<file path="config.mk">
export PLATFORM = sky130hd
export DESIGN_NAME = flick_conditioner
export DESIGN_NICKNAME = d
export VERILOG_FILES = /design/src/rtl/flick_conditioner.sv
export SDC_FILE = /design/constraint.sdc
export NUM_CORES = 1
export LEC_CHECK = 0
export ABC_AREA = 1
export BUFFER_PORTS_ARGS = -buffer_cell sky130_fd_sc_hd__buf_2
export CORE_UTILIZATION = 31
export DETAILED_ROUTE_END_ITERATION = 8
export SLEW_MARGIN = 0
export SYNTH_ARGS = -nofsm -noshare
export SYNTH_HDL_FRONTEND = slang
export SYNTH_SLANG_ARGS = --single-unit
</file>
<file path="constraint.sdc">
create_clock -name clk -period 1.73 [get_ports clk]
set_input_delay 0.346 -clock clk [delete_from_list [all_inputs] [get_ports clk]]
set_output_delay 0.346 -clock clk [all_outputs]
set_load 0.03 [all_outputs]
</file>
<file path="src/rtl/flick_conditioner.sv">
// flick_conditioner
//   Turns a raw, bouncing push-button into a clean, fixed-length "flick"
//   request for the flasher. The chain is:
//     2-flop synchronizer -> debounce counter -> rise detector -> hold FSM.
//   The hold FSM stretches each accepted press to HOLD_CYCLES cycles. The
//   downstream ack can cut the hold short. The FSM then waits for the
//   debounced button to be released before it will accept another press.
//
// Parameters
//   DB_CYCLES    consecutive synchronized samples needed to accept a level
//                change (1..255)
//   HOLD_CYCLES  flick high time per accepted press, in cycles (1..255)
//
// Ports
//   clk        clock, all state updates on the rising edge
//   rst        asynchronous reset, active-low
//   btn_in     raw asynchronous button level, active-high
//   ack        downstream consumed the request; only honoured during a hold
//   flick      stretched press request (registered)
//   btn_level  debounced button level (registered)
//   btn_rise   one-cycle pulse after the debounced 0->1 edge (registered)
//   busy       high whenever the FSM is not idle (registered)
module flick_conditioner #(
   parameter int DB_CYCLES   = 4,
   parameter int HOLD_CYCLES = 16
) (
   input  logic clk,
   input  logic rst,
   input  logic btn_in,
   input  logic ack,
   output logic flick,
   output logic btn_level,
   output logic btn_rise,
   output logic busy
);

   localparam logic [7:0] DB_MAX    = 8'(DB_CYCLES - 1);
   localparam logic [7:0] HOLD_LOAD = 8'(HOLD_CYCLES - 1);

   typedef enum logic [1:0] {IDLE, HOLD, WAIT_REL} state_t;

   logic       s_meta, s_sync;
   logic [7:0] db_cnt, hold_cnt;
   state_t     state;
   logic       db_flip, rise_now;

   // db_flip marks the edge at which btn_level will toggle. The FSM must
   // react on that same edge, so it watches this term and not the
   // registered btn_level.
   assign db_flip  = (s_sync != btn_level) && (db_cnt == DB_MAX);
   assign rise_now = db_flip && !btn_level;

   always_ff @(posedge clk or negedge rst) begin
      if (!rst) begin
         s_meta <= 1'b0;
         s_sync <= 1'b0;
      end else begin
         s_meta <= btn_in;
         s_sync <= s_meta;
      end
   end

   // The counter runs only while the synchronized input disagrees with the
   // accepted level. Any agreeing sample restarts the count, so a bounce
   // that is shorter than DB_CYCLES samples never reaches the toggle.
   always_ff @(posedge clk or negedge rst) begin
      if (!rst) begin
         db_cnt    <= 8'd0;
         btn_level <= 1'b0;
         btn_rise  <= 1'b0;
      end else begin
         btn_rise <= rise_now;
         if (s_sync == btn_level) begin
            db_cnt <= 8'd0;
         end else if (db_cnt == DB_MAX) begin
            db_cnt    <= 8'd0;
            btn_level <= ~btn_level;
         end else begin
            db_cnt <= db_cnt + 8'd1;
         end
      end
   end

   always_ff @(posedge clk or negedge rst) begin
      if (!rst) begin
         state    <= IDLE;
         hold_cnt <= 8'd0;
         flick    <= 1'b0;
         busy     <= 1'b0;
      end else begin
         case (state)
            IDLE: begin
               if (rise_now) begin
                  state    <= HOLD;
                  hold_cnt <= HOLD_LOAD;
                  flick    <= 1'b1;
                  busy     <= 1'b1;
               end
            end
            HOLD: begin
               // ack has priority over counter expiry. Releasing the button
               // does not shorten the hold.
               if (ack || hold_cnt == 8'd0) begin
                  state    <= WAIT_REL;
                  hold_cnt <= 8'd0;
                  flick    <= 1'b0;
               end else begin
                  hold_cnt <= hold_cnt - 8'd1;
               end
            end
            WAIT_REL: begin
               if (!btn_level) begin
                  state <= IDLE;
                  busy  <= 1'b0;
               end
            end
            default: begin
               state    <= IDLE;
               hold_cnt <= 8'd0;
               flick    <= 1'b0;
               busy     <= 1'b0;
            end
         endcase
      end
   end

endmodule

</file>
After elaboration in Yosys (flattened, before gate mapping)
Cells that the tools add are included.
Cells by class
  equal/unequal tests: 8
  bitwise operators: 4
  $add $sub $neg: 2
  reduce and logical (&&, ||, !) cells: 11
  multiplexer cells: 14
Operators with widths (count)
  8-bit two-way mux: 4
  8-bit case mux with 3 select lines: 1
  3-bit AND reduction: 3
  8-bit by 1-bit adder with 8-bit output, second input constant: 1
  8-bit by 2-bit equality test with 1-bit output, second input constant: 1
  8-bit zero test: 1
  8-bit by 1-bit subtractor with 8-bit output, second input constant: 1
  2-bit two-way mux: 3
  2-bit != test, second input constant: 3
  1-bit case mux with 3 select lines: 2
  2-bit case mux with 3 select lines: 1
  1-bit NOT: 4
  2-bit AND reduction: 2
  1-bit two-way mux: 3
  2-bit by 1-bit equality test with 1-bit output, second input constant: 1
  2-bit equality test, second input constant: 1
  1-bit logical AND: 2
  2-bit zero test: 1
  1-bit equality test: 1
  1-bit zero test: 1
  1-bit logical OR: 1
  1-bit != test: 1
Word-level totals
  input bits: 4
  register bits: 24
  output and inout port bits: 4

Logic depth before layout (Yosys ltp)
Gate-level depths: netlist of the first run.
  word-level depth: 5
  depth in mapped cells: 9
  depth with buffers taken out: 9

Worst setup path after synthesis of the first run
Ideal clock, no wire load.
  path kind: reg-to-reg
  from: register db_cnt[0]
  to: register hold_cnt[2]
  cell stages (with the launch flop): 7
  arrival: 1.092 ns
  setup slack: 0.513 ns
  required time: 1.605 ns
  buffers on the path: 0
  cell sequence: dfrtp_1 ha_1 nand2_1 nand3b_1 inv_1 nand2_2 nand3_1
On the way
  word-level cells in the longest chain between the ends: 5
RTL lines
  from (decl): RTL line 43  | logic [7:0] db_cnt, hold_cnt;
  from (signal assigned): RTL line 79  | db_cnt <= db_cnt + 8'd1;
  8-bit by 2-bit equality test with 1-bit output: RTL line 50  | assign db_flip = (s_sync != btn_level) && (db_cnt == DB_MAX);
  1-bit logical AND: RTL line 50
  1-bit logical AND: RTL line 51  | assign rise_now = db_flip && !btn_level;
  via rise_now: RTL line 45  | logic db_flip, rise_now;
  2-bit != test (no line)
  2-bit AND reduction (no line)
  to (signal assigned): RTL line 108  | hold_cnt <= hold_cnt - 8'd1;
  to (decl): RTL line 43
The timed path passes the listed nets, and every way through them passes these cells.
A chain may end at the register's enable or synchronous reset.

Worst setup path after layout of the first run
  from: register db_cnt[0]
  to: register hold_cnt[3]
Same word-level chain as after synthesis.

==> metrics list, run 1 <==
- In this run the power density over the cells is 1350 nW/µm².
- The routed design has approximately 2300 µm of wire.
* Min cycle time layout: about 1.4 ns
- Counting every instance in the synthesized netlist gives 170.
* Full die area: 4440 µm²
- For the pin with the worst max-slew slack, the measured transition is 0.525 ns.
- Detailed-route wire length per cell: 10.1 µm
- Multiplexer share of the synthesized area: 0%
- The worst setup path is launched from a flop.
- Summing the areas of all and, or, nand and nor instances in the mapped netlist gives 36.0% of the synthesized area.
- The critical path is of the reg2reg type.
* Synthesized-area fraction occupied by ao, oa, aoi and oai cells: 4.63%
- CP endpoint kind: flop
- Effective utilization at floorplan: 32.4%
* Fill count: 421
* Number of enable-type register cells in the synthesized netlist: 0
- Of all nets on the critical path, the largest fanout is 5.
- Hold-fix buffer count after cts: 0
- Arrival time at the worst endpoint: 1.51 ns
- Total area of multi-input combinational cells: 591 µm²
- Number of endpoints with negative hold slack in the final report: 0
* Synthesized-area fraction occupied by xor and xnor cells: 2.03%
- Placer congestion estimate: roughly 0.79
* Fraction of layout instances using a drive strength above 1: 11.6%
- Summed over all layers, the global routing overflow is 0.
- Measured along the y axis, the die boundary spans about 67 µm.
* Total of endpoints with negative setup slack in the final report: 0
- Proportion of synthesized chip area in sequential cells: 46.3%
- Ranked by instance count, the synthesized netlist is headed by sky130_fd_sc_hd__nand2_1, sky130_fd_sc_hd__inv_1, sky130_fd_sc_hd__nor2_1, sky130_fd_sc_hd__dfrtp_1, sky130_fd_sc_hd__nand3_1.
- The pre-antenna-repair detailed-routing pass consisted of 4 iterations.
- Clock tree synthesis selected as its root buffer the cell sky130_fd_sc_hd__clkbuf_8.
* Row count: 23
- Register area: 601 µm²
- Maximum ir drop on the vdd rail: 618 µV
- In this run the worst setup path begins at db_cnt[0]$_DFF_PN0_.
* Area growth from synthesis to final layout: 11.8%
- After detailed routing, the number of remaining DRC violations is 0.
- After synthesis, the largest family of logic cells by area is simple AND/OR/NAND/NOR gates.
- Summed negative setup slack over all endpoints: 0 ns
* Static Leak: 0.749 nW
* Cell accounting for the most synthesized area: sky130_fd_sc_hd__dfrtp_1
- The initial antenna violation count is 0.
* Via count: 1059
- The final critical path takes up slightly below 80% of the cycle.
- Clock slew seen by the registers of the worst setup and hold paths: 0.08 ns
- Count of input and output buffers: 7
- Synth area leaders: sky130_fd_sc_hd__dfrtp_1, sky130_fd_sc_hd__nand2_1, sky130_fd_sc_hd__inv_1
- The number of gates resized after CTS was 0.
- The average instance in the mapped netlist occupies between 7 and 8 µm².
* Final cell count without fillers: approximately 230
- Number of global-route vias before repair: 971
- Flip-flop cell with the highest count after synthesis: sky130_fd_sc_hd__dfrtp_1
- Result of the run: finished, final reports clean
- Post-CTS setup repair buffer count: 0
- The clock arrives with around 0.0018 ns of skew.
- Total Nets Final: approximately 190
* Number of unique standard cell types used by synthesis: 20
- Routed via count divided by cell count: 4.58
- Setup slack on the worst flop-to-flop path: 0.37 ns
- TritonCTS built the clock tree.
- Once detailed placement completed, the half-perimeter wirelength came to 1780 µm.
- The max-slew violation total from the final report was 0.
- Fraction of post-synthesis cell area in the top cell type by area: between 40% and 50%
* GRT Total Usage: 12.9%
- Max Freq: 0.736 GHz
- The number of nets handed over by synthesis was 177.
- Synth Warn #: 0
- Total power for the finished layout comes to 1.95 mW.
- The repair_antennas step left the layout with diodes totalling 0.
- Including well taps, the total number of placed cells is ~230.
- Unrepaired setup endpoints after global routing: no
- The endpoint identified for the worst register-to-register timing path is hold_cnt[3]$_DFFE_PN0P_.
* Depth of the CTS H-tree: 1
- Initial DRC count: roughly 80
- Entering global routing, the biggest net connects 25 pins.
- The startpoint identified for the worst register-to-register timing path is db_cnt[0]$_DFF_PN0_.
- Headroom to the max-slew limit came out at roughly two thirds.
- MaxCap Viol Count: 0
- Summing the areas of all fa, ha and maj instances in the mapped netlist gives 2.90% of the synthesized area.
* Later-pin clock latency in the skew report: around 0.26 ns
- The worst hold path belongs to the class in2async.
- Placeable core region: ~4000 µm²
* Sinks on Clock Net: 24
- In this run the cell area of the synthesized design comes to between 1000 and 1500 µm².
- Number of clock buffers inserted by TritonCTS: 3
- Global-route wire length before repair: 4330 µm
- Flops & latches, synth: 24
- Width of the die: 66.7 µm
* Number of cells on the worst reg-to-reg path: 6
* Antenna-violating nets left: 0
- Most repeated cell in the gate-level netlist after synthesis: sky130_fd_sc_hd__nand2_1
- Share of flip-flops with an asynchronous set or reset: 100%
- Worst path required time: 1.88 ns
- For this design the top-level I/O count stands at 8.
- The clock passes through at most 2 buffers.
[critical path, cell delays in order (launching register included)]
cell and delay, ns:
sky130_fd_sc_hd__dfrtp_1 0.40, sky130_fd_sc_hd__ha_1 0.25, sky130_fd_sc_hd__nand2_1 0.13, sky130_fd_sc_hd__nand3b_1 0.17
sky130_fd_sc_hd__inv_1 0.10, sky130_fd_sc_hd__nand2_2 0.11, sky130_fd_sc_hd__nand3_1 0.08
[area by class of cell]
type,count,area share [%]
sequential,24,41.5
multi-input combinational,118,40.8
inverter,28,7.25
tap,50,4.32
clock buffer,4,3.80
timing repair buffer,7,2.42
[cell families (layout without fill, tap and decap cells)]
group           Yosys count  after routing
flops                    24             24
fa+ha+maj                 3              3
simple gates            100            100
compound gates           12             12
buf+inv                  28             39
xor+xnor                  3              3
[per-layer routing]
layer  GRT usage [%]  up-vias  routed length [µm]
li1                -      556                   -
met1            18.3      477                1210
met2            19.3       21                1020
met3            2.57        5                  75
met4            4.79        0                  38
met5               0        -                   0
[where the power goes]
| part | internal, mW | leakage [nW] | switching [mW] |
|---|---|---|---|
| Sequential | 0.697 | 0.318 | 0.116 |
| Clock | 0.203 | 0.0288 | 0.173 |
| Combinational | 0.262 | 0.403 | 0.504 |
| Total | 1.16 | 0.749 | 0.793 |
[registers in the layout, summed over array words and instances, names as in the netlist]
register / cells
busy: 1
hold_cnt: 8
btn_rise: 1
flick: 1
btn_level: 1
s_meta: 1
s_sync: 1
db_cnt: 8
state: 2
[cells in the final DEF (no fill, tap or decap)]
cell type / netlist / layout
sky130_fd_sc_hd__nand2_1: 40 / 40
sky130_fd_sc_hd__inv_1: 27 / 27
sky130_fd_sc_hd__nor2_1: 25 / 25
sky130_fd_sc_hd__dfrtp_1: 24 / 24
sky130_fd_sc_hd__nand3_1: 17 / 17
sky130_fd_sc_hd__buf_2: 0 / 7
sky130_fd_sc_hd__nand4_1: 5 / 5
sky130_fd_sc_hd__o21ai_0: 5 / 5
sky130_fd_sc_hd__o21ai_1: 4 / 4
sky130_fd_sc_hd__clkbuf_8: 0 / 4
sky130_fd_sc_hd__a21oi_1: 3 / 3
sky130_fd_sc_hd__nor3_1: 3 / 3
sky130_fd_sc_hd__nand2_2: 3 / 3
sky130_fd_sc_hd__ha_1: 3 / 3
sky130_fd_sc_hd__xnor2_1: 2 / 2
sky130_fd_sc_hd__nor2_4: 2 / 2
sky130_fd_sc_hd__nor2_2: 2 / 2
sky130_fd_sc_hd__nand3b_1: 1 / 1
sky130_fd_sc_hd__xor2_1: 1 / 1
sky130_fd_sc_hd__inv_2: 1 / 1
sky130_fd_sc_hd__nor2_8: 1 / 1
sky130_fd_sc_hd__nand3_2: 1 / 1
[through the flow]
stage | setup slack, ns | area [µm²] | hold WS [ns] | utilization, %
floorplan | 0.513 | 1300 | 0.0504 | -
global placement | 0.372 | 1390 | 0.340 | 34.8
CTS | 0.344 | 1450 | 0.0748 | 36.2
global route | 0.199 | 1450 | 0.112 | 36.2
detailed placement | 0.359 | 1390 | 0.339 | 34.8
finish | 0.371 | 1450 | 0.0483 | 36.2
[how the worst max path moves through the flow]
stage,end,depth (start not counted)
floorplan,hold_cnt[2]$_DFFE_PN0P_,6
global placement,hold_cnt[3]$_DFFE_PN0P_,6
detailed placement,hold_cnt[3]$_DFFE_PN0P_,6
CTS,hold_cnt[3]$_DFFE_PN0P_,6
global route,busy$_DFFE_PN0P_,7
finish,hold_cnt[3]$_DFFE_PN0P_,6
Power figures use the tool's default switching activity.
==> inputs of run 2 (changes only) <==
- clock period: 1.73 -> 1.42 ns (I/O delays scaled with it)
==> metrics list, run 2 (synthesis results as in run 1) <==
* CP endpoint kind: flop
- Largest net degree at the start of global routing: 25
* Final Max Slew Viols: 0
- Family with the most delay on the worst path: simple AND/OR/NAND/NOR gates
- By startpoint and endpoint, the worst setup path is classified as reg2reg.
- At the worst endpoint, the arrival time is between 1 and 1.5 ns.
- Detailed-route wire length per cell: 10.8 µm
- CTS saw 24 sinks.
* Hold Crit Class: in2async
* Chip Height: 66.7 µm
- Total of endpoints with negative setup slack in the final report: 0
- The share of total power dissipated in combinational logic is 43.2%.
* Fill count: 404
* GRT Total Usage: a little over an eighth
* Switching power: 1.05 mW
* Summed negative setup slack over all endpoints: 0 ns
- At the worst endpoint, the required time is 1.57 ns.
- After the last flow step, the layout net total stands at about 200.
- The largest registers in the layout are db_cnt (8), hold_cnt (8), state (2).
* Global-route wire length before repair: approximately 4400 µm
* Relative slew slack: 63.2%
* Switching portion of total power: 41.9%
- DRC: 0
* Slowest cell delay on critical path: 0.43 ns
- Row count: 23
- Clock slew seen by the registers of the worst setup and hold paths: 0.09 ns
- Post-route cell area: 1520 µm²
- Drt total wl: 2550 µm
- The clock network is responsible for 16.3% of the overall power.
- STA classifies the critical path startpoint as a flop.
- Count of input and output buffers: 7
- Buf/Inv on CP: 1
- Max Freq: 0.759 GHz
* Clock Root Buffer: sky130_fd_sc_hd__clkbuf_8
- Effective utilization at floorplan: 32.4%
- The placed instances occupy a cell area of ~1400 µm².
* Critical-path cell list: ha_4 > nand2_1 > nand3b_1 > inv_2 > nand2_2 > nand3_1
* Result of the run: finished with violations
- Depth of the CTS H-tree: 1
* Part of the total power dissipated in sequential elements: 40.4%
* Later-pin clock latency in the skew report: 0.27 ns
* First-pass detailed-route iteration total: 5
* Grt ovf: 0
- Ports placed on the boundary: 8
* Clock Path Buffers: 2
- Clock skew on the completed layout was measured at 0.00257 ns.
- Fraction of layout instances using a drive strength above 1: between 10% and 20%
- Via count: 1083
* Antenna-violating nets left: 0
- The library cell used most frequently in the layout, excluding fill and tap cells, is sky130_fd_sc_hd__nand2_1.
- The die covers ~4400 µm².
- Counting I/O delays and the setup requirement, the final critical path takes 1.32 ns.
* Placeable core region: 4000 µm²
* CTS tree: done
- For this design, the slowest cell found on the critical path is sky130_fd_sc_hd__dfrtp_1.
* Placer congestion estimate: between 0.8 and 0.9
- Hold timing on the final database bottoms out at a slack of -0.00745 ns.
- The worst-case IR drop observed on VDD is 751 µV.
- Antenna diode instance count: 0
- Power spread over the standard cell area amounts to 1650 nW/µm².
- The die is 66.7 µm wide.
- Design internal power: 1.46 mW
- For this block, the initial DRC count from the detailed router was 31.
- Static Leak: 0.775 nW
- The number of global-route vias before repair is between 900 and 1000.
* Number of antenna violations at the first check in global routing: 0
- The checks that failed: hold timing.
* Most used cells in the layout excluding fill and tap cells: sky130_fd_sc_hd__nand2_1, sky130_fd_sc_hd__inv_1, sky130_fd_sc_hd__nor2_1
* Actual slew at the worst max-slew pin: 0.552 ns
* MaxCap Viol Count: 0
* Area growth from synthesis to final layout: 17.4%
* Routed via count divided by cell count: 4.57
* Placed wire-length estimate: 1870 µm
* Final critical-path share of the clock period: 92.8%
* Number of endpoints with negative hold slack in the final report: 8
- Along the worst path, the maximum fanout reaches 5.
* Number of clock buffers inserted by TritonCTS: 3
-- run 2: per-stage QoR --
step	total power [mW]	instances	utilization (%)	hold slack, ns	worst slack, ns
2_1_floorplan	1.73	170	-	-0.0116	0.203
3_3_place_gp	1.98	230	35.4	0.307	0.0634
3_5_place_dp	1.98	230	35.4	0.307	0.0224
4_1_cts	2.39	233	36.4	0.0166	0.000759
5_1_grt	2.72	237	38.0	0.0372	-0.0247
6_report	2.50	237	38.0	-0.00745	0.102
-- run 2: repair_timing --
item,CTS,global route
setup endpoints to repair,0,12
resized for setup,0,11
setup buffers,0,4
hold buffers,0,0
-- run 2: final cells by class --
| class | instances | area, µm² | area share, % |
|---|---|---|---|
| Multi-Input combinational cell | 118 | 621 | 40.8 |
| Tap cell | 50 | 62.6 | 4.11 |
| Timing Repair Buffer | 14 | 87.6 | 5.76 |
| Clock buffer | 3 | 41.3 | 2.71 |
| Sequential cell | 24 | 602 | 39.6 |
| Inverter | 28 | 108 | 7.07 |
-- run 2: worst register-to-register path, stage by stage, from the launching register on --
cell	delay [ns]
sky130_fd_sc_hd__dfrtp_1	0.43
sky130_fd_sc_hd__ha_4	0.19
sky130_fd_sc_hd__nand2_1	0.11
sky130_fd_sc_hd__nand3b_1	0.21
sky130_fd_sc_hd__inv_2	0.08
sky130_fd_sc_hd__nand2_2	0.11
sky130_fd_sc_hd__nand3_1	0.09
-- run 2: worst paths after layout --
check	slack, ns	start	cells past startpoint	end
worst min-delay path	-0.007	rst	1	hold_cnt[4]$_DFFE_PN0P_
worst max register to register	0.10	db_cnt[0]$_DFF_PN0_	6	hold_cnt[3]$_DFFE_PN0P_
worst min register to register	0.36	s_meta$_DFF_PN0_	0	s_sync$_DFF_PN0_
min in group clk	0.12	btn_in	1	s_meta$_DFF_PN0_
max in group asynchronous	1.03	rst	1	hold_cnt[3]$_DFFE_PN0P_
worst max-delay path	0.10	db_cnt[0]$_DFF_PN0_	6	hold_cnt[3]$_DFFE_PN0P_
-- run 2: power groups by stage --
stage	clock [mW]	sequential [mW]	combinational (mW)
2_1_floorplan	0	1.06	0.671
3_3_place_gp	0	1.01	0.971
3_5_place_dp	0	1.01	0.978
4_1_cts	0.416	0.993	0.981
5_1_grt	0.440	1.03	1.24
6_report	0.409	1.01	1.08
-- run 2: per-layer routing --
layer  up-vias  global-route usage, %  share of wire (%)
li1        566                      -                  -
met1       489                   17.9                 51
met2        23                   20.6                 45
met3         5                   2.05                2.9
met4         0                   5.59                1.8
met5         -                      0                  0
